## src/rtl/feature_vector_sequencer_if.sv

```systemverilog
// Handshake bundle for the feature sequencer:
// serial feature beats in, classifier results out.
interface feature_vector_sequencer_if #(
  parameter int WIDTH_A  = 4,
  parameter int OUTWIDTH = 2,
  parameter int IDX_W    = 16
) ();
  logic                s_valid;
  logic                s_ready;
  logic [WIDTH_A-1:0]  s_data;
  logic                s_last;
  logic                m_valid;
  logic                m_ready;
  logic [OUTWIDTH-1:0] m_class;
  logic [IDX_W-1:0]    m_index;

  modport slave (
    input  s_valid, s_data, s_last, m_ready,
    output s_ready, m_valid, m_class, m_index
  );

  modport master (
    output s_valid, s_data, s_last, m_ready,
    input  s_ready, m_valid, m_class, m_index
  );
endinterface

```

## src/rtl/feature_vector_sequencer.sv

```systemverilog
// Serial feature assembler, settle timer and
// result capture in front of a slow printed classifier.
module feature_vector_sequencer #(
  parameter int WIDTH_A       = 4,
  parameter int NUM_A         = 21,
  parameter int OUTWIDTH      = 2,
  parameter int SETTLE_CYCLES = 16,
  parameter int IDX_W         = 16
) (
  input  logic                       clk,
  input  logic                       rst_n,
  feature_vector_sequencer_if.slave  bus,
  output logic [NUM_A*WIDTH_A-1:0]   inp,
  input  logic [OUTWIDTH-1:0]        cls_out,
  output logic                       err_len
);

  localparam int IW = $clog2(NUM_A + 1);
  localparam int CW = $clog2(SETTLE_CYCLES + 1);
  localparam logic [IW-1:0] LAST = IW'(NUM_A - 1);
  localparam logic [CW-1:0] CEND = CW'(SETTLE_CYCLES - 1);

  typedef enum logic [1:0] {
    LOAD,
    SETTLE,
    OUT
  } state_t;

  state_t                     state, state_d;
  logic [IW-1:0]              idx, idx_d;
  logic [CW-1:0]              cnt, cnt_d;
  logic [NUM_A*WIDTH_A-1:0]   inp_d;
  logic                       err_d;
  logic                       mv, mv_d;
  logic [OUTWIDTH-1:0]        mc, mc_d;
  logic [IDX_W-1:0]           mi, mi_d;

  assign bus.s_ready = (state == LOAD);
  assign bus.m_valid = mv;
  assign bus.m_class = mc;
  assign bus.m_index = mi;

  // Next-state: slot fill, framing check, settle timer, result handshake.
  always_comb begin
    state_d = state;
    idx_d   = idx;
    cnt_d   = cnt;
    inp_d   = inp;
    err_d   = 1'b0;
    mv_d    = mv;
    mc_d    = mc;
    mi_d    = mi;
    unique case (state)
      LOAD: begin
        if (bus.s_valid) begin
          for (int k = 0; k < NUM_A; k++) begin
            if (idx == IW'(k)) begin
              inp_d[k*WIDTH_A +: WIDTH_A] = bus.s_data;
            end
          end
          if (idx == LAST) begin
            idx_d   = '0;
            cnt_d   = '0;
            state_d = SETTLE;
            err_d   = !bus.s_last;
          end else if (bus.s_last) begin
            idx_d = '0;
            err_d = 1'b1;
          end else begin
            idx_d = idx + IW'(1);
          end
        end
      end
      SETTLE: begin
        if (cnt == CEND) begin
          mc_d    = cls_out;
          mv_d    = 1'b1;
          state_d = OUT;
        end else begin
          cnt_d = cnt + CW'(1);
        end
      end
      OUT: begin
        if (bus.m_ready) begin
          mv_d    = 1'b0;
          mi_d    = mi + IDX_W'(1);
          state_d = LOAD;
        end
      end
      default: state_d = LOAD;
    endcase
  end

  // State and output registers.
  always_ff @(posedge clk or negedge rst_n) begin
    if (!rst_n) begin
      state   <= LOAD;
      idx     <= '0;
      cnt     <= '0;
      inp     <= '0;
      err_len <= 1'b0;
      mv      <= 1'b0;
      mc      <= '0;
      mi      <= '0;
    end else begin
      state   <= state_d;
      idx     <= idx_d;
      cnt     <= cnt_d;
      inp     <= inp_d;
      err_len <= err_d;
      mv      <= mv_d;
      mc      <= mc_d;
      mi      <= mi_d;
    end
  end

endmodule

```

## src/flat_wrapper.sv

```systemverilog
// flat-port wrapper written by rule: the top's interface ports become plain ports
module feature_vector_sequencer_flat 
#(
  parameter int WIDTH_A       = 4,
  parameter int NUM_A         = 21,
  parameter int OUTWIDTH      = 2,
  parameter int SETTLE_CYCLES = 16,
  parameter int IDX_W         = 16
)
  (clk, rst_n, inp, cls_out, err_len, bus_s_valid, bus_s_data, bus_s_last, bus_m_ready, bus_s_ready, bus_m_valid, bus_m_class, bus_m_index);
  feature_vector_sequencer_if #(.WIDTH_A(WIDTH_A), .OUTWIDTH(OUTWIDTH), .IDX_W(IDX_W)) bus_i ();
  input  logic clk;
  input  logic rst_n;
  output logic [NUM_A*WIDTH_A-1:0] inp;
  input  logic [OUTWIDTH-1:0] cls_out;
  output logic err_len;
  input wire logic [$bits(bus_i.s_valid)-1:0] bus_s_valid;
  input wire logic [$bits(bus_i.s_data)-1:0] bus_s_data;
  input wire logic [$bits(bus_i.s_last)-1:0] bus_s_last;
  input wire logic [$bits(bus_i.m_ready)-1:0] bus_m_ready;
  output wire logic [$bits(bus_i.s_ready)-1:0] bus_s_ready;
  output wire logic [$bits(bus_i.m_valid)-1:0] bus_m_valid;
  output wire logic [$bits(bus_i.m_class)-1:0] bus_m_class;
  output wire logic [$bits(bus_i.m_index)-1:0] bus_m_index;
  assign bus_i.s_valid = bus_s_valid;
  assign bus_i.s_data = bus_s_data;
  assign bus_i.s_last = bus_s_last;
  assign bus_i.m_ready = bus_m_ready;
  assign bus_s_ready = bus_i.s_ready;
  assign bus_m_valid = bus_i.m_valid;
  assign bus_m_class = bus_i.m_class;
  assign bus_m_index = bus_i.m_index;
  feature_vector_sequencer #(.WIDTH_A(WIDTH_A), .NUM_A(NUM_A), .OUTWIDTH(OUTWIDTH), .SETTLE_CYCLES(SETTLE_CYCLES), .IDX_W(IDX_W)) u_core (.clk(clk), .rst_n(rst_n), .bus(bus_i), .inp(inp), .cls_out(cls_out), .err_len(err_len));
endmodule
```

## config.mk

```make
export PLATFORM = sky130hd
export DESIGN_NAME = feature_vector_sequencer_flat
export DESIGN_NICKNAME = d
export VERILOG_FILES = /design/src/rtl/feature_vector_sequencer_if.sv /design/src/rtl/feature_vector_sequencer.sv /design/src/flat_wrapper.sv
export SDC_FILE = /design/constraint.sdc
export NUM_CORES = 1
export LEC_CHECK = 0
export CAP_MARGIN = 25
export CORE_ASPECT_RATIO = 1.75
export CORE_MARGIN = 2
export CORE_UTILIZATION = 50
export DETAILED_ROUTE_END_ITERATION = 10
export PLACE_DENSITY = 0.8
export SETUP_SLACK_MARGIN = 0.1
export SYNTH_ARGS = -nofsm -noshare
export SYNTH_HDL_FRONTEND = slang
export SYNTH_SLANG_ARGS = --single-unit
```

## constraint.sdc

```tcl
create_clock -name clk -period 2.76 [get_ports clk]
set_input_delay 0.414 -clock clk [delete_from_list [all_inputs] [get_ports clk]]
set_output_delay 0.414 -clock clk [all_outputs]
set_load 0.02 [all_outputs]
```

==> summary.md <==
| Metric | Value |
|---|---|
| Outcome | finished, final reports clean |
| Xor-xnor portion of the synthesized cell area | 3.08% |
| Row cnt | 47 |
| GR Overflow Total | 0 |
| Critical Path Fanout Max | 12 |
| Synth Area in Adders | around 2.1% |
| Vias | ~3,300 |
| Vias in the first global route | 3,535 |
| Peak supply drop | 0.797 mV |
| Largest family of logic cells by synthesized area | multiplexers |
| Port bufs | between 100 and 150 |
| Worst-path clk slew | approximately 0.05 ns |
| Placed Cells | around 600 |
| Final Wtd Congestion | 0.765 |
| CP Data Required Time | 3.05 ns |
| Drt via density | approximately 5.3 |
| CTS H-tree lvls | 4 |
| Std-Cell Core Area | 0.00941 mm^2 |
| CTS tree | yes |
| Final Hold Fails | 0 |
| Total GRT Usage | between 20% and 30% |
| Synth Net Count | 378 |
| TritonCTS Sinks | roughly 120 |
| WP data arrival | roughly 2.5 ns |
| Area grow syn2layout | 39.5% |
| Cell area after placement | 0.00610 mm^2 |
| Initial DRT Pass Iterations | 4 |
| Post_cts resized | 0 |
| WL/cell | 17.9 um |
| Die width | just under 80 um |
| Synth async-reset ratio | 100% |
| Post-synthesis simple-gate area fraction | 9.97% |
| Initial cell density of the core | between 50% and 60% |
| Mux contribution to synthesized area | 20.3% |
| Share of layout cells above drive strength 1 | approximately 25% |
| Post-route ant nets | 0 |
| Critical path's slowest cell | or3b_1 |
| Crit path largest cell delay | 0.57 ns |
| Largest net degree at the start of global routing | 37 |
| Post-synth EDFFs | 0 |
| Main flop type after synthesis | dfrtp_1 |
| Fmax achieved | around 460 MHz |
| Commonest non-fill, non-tap cell in the layout | dfrtp_1 |
| Post-synthesis sequential area ratio | 60.1% |
| Inserted Clock Buffers | 17 |
| NumNets Final | roughly 500 |
| Final slew viol count | 0 |
| Worst Tran Pin Value | 0.547 ns |
| CP startpoint kind | register |
| Most frequent cells in the layout | dfrtp_1, clkdlybuf4s50_1, mux2_2 |
| Min-delay worst type | register to register |
| Yosys warns | 0 |
| Tmin final | about 2.2 ns |
| # IOs | 116 |
| Clk Latency, worst-skew pair | 0.41 ns |
| CTS root buf | clkbuf_16 |
| Layout Utilization | roughly 70% |
| Post-Route WL | 11,100 um |
| Final setup viols | 0 |
| Initial antenna violation count | 0 |
| Clock skew | ~0.006 ns |
| Pwr/cell area | 1060 mW/mm^2 |
| Initial DRC count | ~80 |
| Yosys reg bits | 116 |
| Final worst-path cycle share | 78.8% |
| Post-CTS setup repair buffer count | 0 |
| Lkg Pwr | 3.09 nW |
| Post-Layout Inst Area | 0.00674 mm^2 |
| DP Wirelength | a little under 8000 um |
| Die area | 0.0105 mm^2 |
| RSZ-0062 raised after global routing | false |
| MaxCap Viol Count | 0 |
| Final setup margin | 0.586 ns |
| Antenna Diode Count | 0 |
| Area fraction in compound gates after synthesis | 1.84% |
| Global-route wire length before repair | 18,300 um |
| Worst-path cell chain | or3b_1 > nor3_4 > and3_1 > mux2_2 |
| Critical path type | register to register |
| Fin cells | 618 |
| DRC Markers | 0 |
| Synthesized cell area | 0.00483 mm^2 |
| Crit. End Element | register |
| Synth cell types | 41 |
| Relative slew slack | 63.2% |
| Mapped Cells | 359 |
| Max clock buf depth | 2 |
| DP Worst Slack | approximately 0.25 ns |
| Setup TNS | 0 ns |
| Height of the die | 134 um |
| Syn_area_per_cell | 13.5 um^2 |
## stage by stage
step / hold slack [ns] / power (mW)
floorplan: 0.118 / 3.71
global placement: 0.397 / 4.79
detailed placement: 0.406 / 4.87
CTS: 0.476 / 7.19
global route: 0.505 / 7.43
finish: 0.466 / 7.13
## timing repair
item,CTS,global route
endpoints found under the hold margin,33,0
hold buffers,1,0
endpoints found under the setup margin,0,0
## per-layer routing
metal	vias up	share of wire (%)	global-route usage [%]
met5	-	0	0
met4	0	1.9	9.16
met3	19	5.2	7.67
met2	111	55	40.3
met1	1675	38	25.3
li1	1494	-	-
## area by class of cell
type	instances	area, um^2
fill	630	2670
tap	122	153
multi-input combinational	216	1800
inverter	8	30.0
clock buffer	18	439
timing repair buffer	124	1230
sequential	116	2900
clock inverter	14	185
## logic make-up (layout without fill, tap and decap cells)
group / Yosys count / count (layout)
fa+ha+maj: 8 / 8
mux: 87 / 87
xor+xnor: 17 / 17
compound gates: 15 / 15
flops: 116 / 116
buf+inv: 27 / 164
simple gates: 89 / 89
## worst max-delay path, delay by kind of cell, from the launching register on
family,cells,cell delay (ns)
simple gates,3,1.21
flops,1,0.49
mux,1,0.36
## cell usage after synthesis, drive strengths merged (3+ instances only)
library cell / count / share of area, %
nor2: 13 / 1.0
dfrtp: 116 / 60
xor2: 6 / 1.1
nor3b: 3 / 0.57
and3: 8 / 1.0
nand3: 7 / 0.73
buf: 9 / 1.3
nor2b: 4 / 0.52
mux2: 86 / 20
inv: 8 / 0.62
o21ai: 6 / 0.62
and2: 4 / 0.52
o22ai: 3 / 0.39
nor3: 4 / 0.75
nand2: 27 / 2.1
xnor2: 11 / 2.0
ha: 8 / 2.1
nand4: 6 / 0.78
clkbuf: 10 / 0.78
## sequential cells by signal, summed over array words and instances, names as in the netlist
name                cells
u_core.bus.m_class      2
u_core.bus.m_index     16
u_core.bus.m_valid      1
u_core.cnt              5
u_core.err_len          1
u_core.idx              5
u_core.inp             84
u_core.state            2
## power breakdown
| part | internal (mW) | leakage [nW] | switching [mW] |
|---|---|---|---|
| Clock | 1.53 | 0.301 | 0.765 |
| Combinational | 1.20 | 1.27 | 1.11 |
| Sequential | 2.20 | 1.52 | 0.335 |
| Total | 4.92 | 3.09 | 2.21 |
## worst paths after layout
kind | end | slack, ns | startpoint | cells past startpoint
worst min register to register | u_core.bus.m_index[15] | 0.47 | u_core.bus.m_index[15] | 1
worst max-delay path | u_core.inp[74] | 0.59 | u_core.state[1] | 4
min in group asynchronous | u_core.inp[82] | 0.50 | rst_n | 2
max in group asynchronous | u_core.inp[56] | 1.53 | rst_n | 3
worst min-delay path | u_core.bus.m_index[15] | 0.47 | u_core.bus.m_index[15] | 1
worst max register to register | u_core.inp[74] | 0.59 | u_core.state[1] | 4
Note: power is estimated with default switching activity, not from simulation.
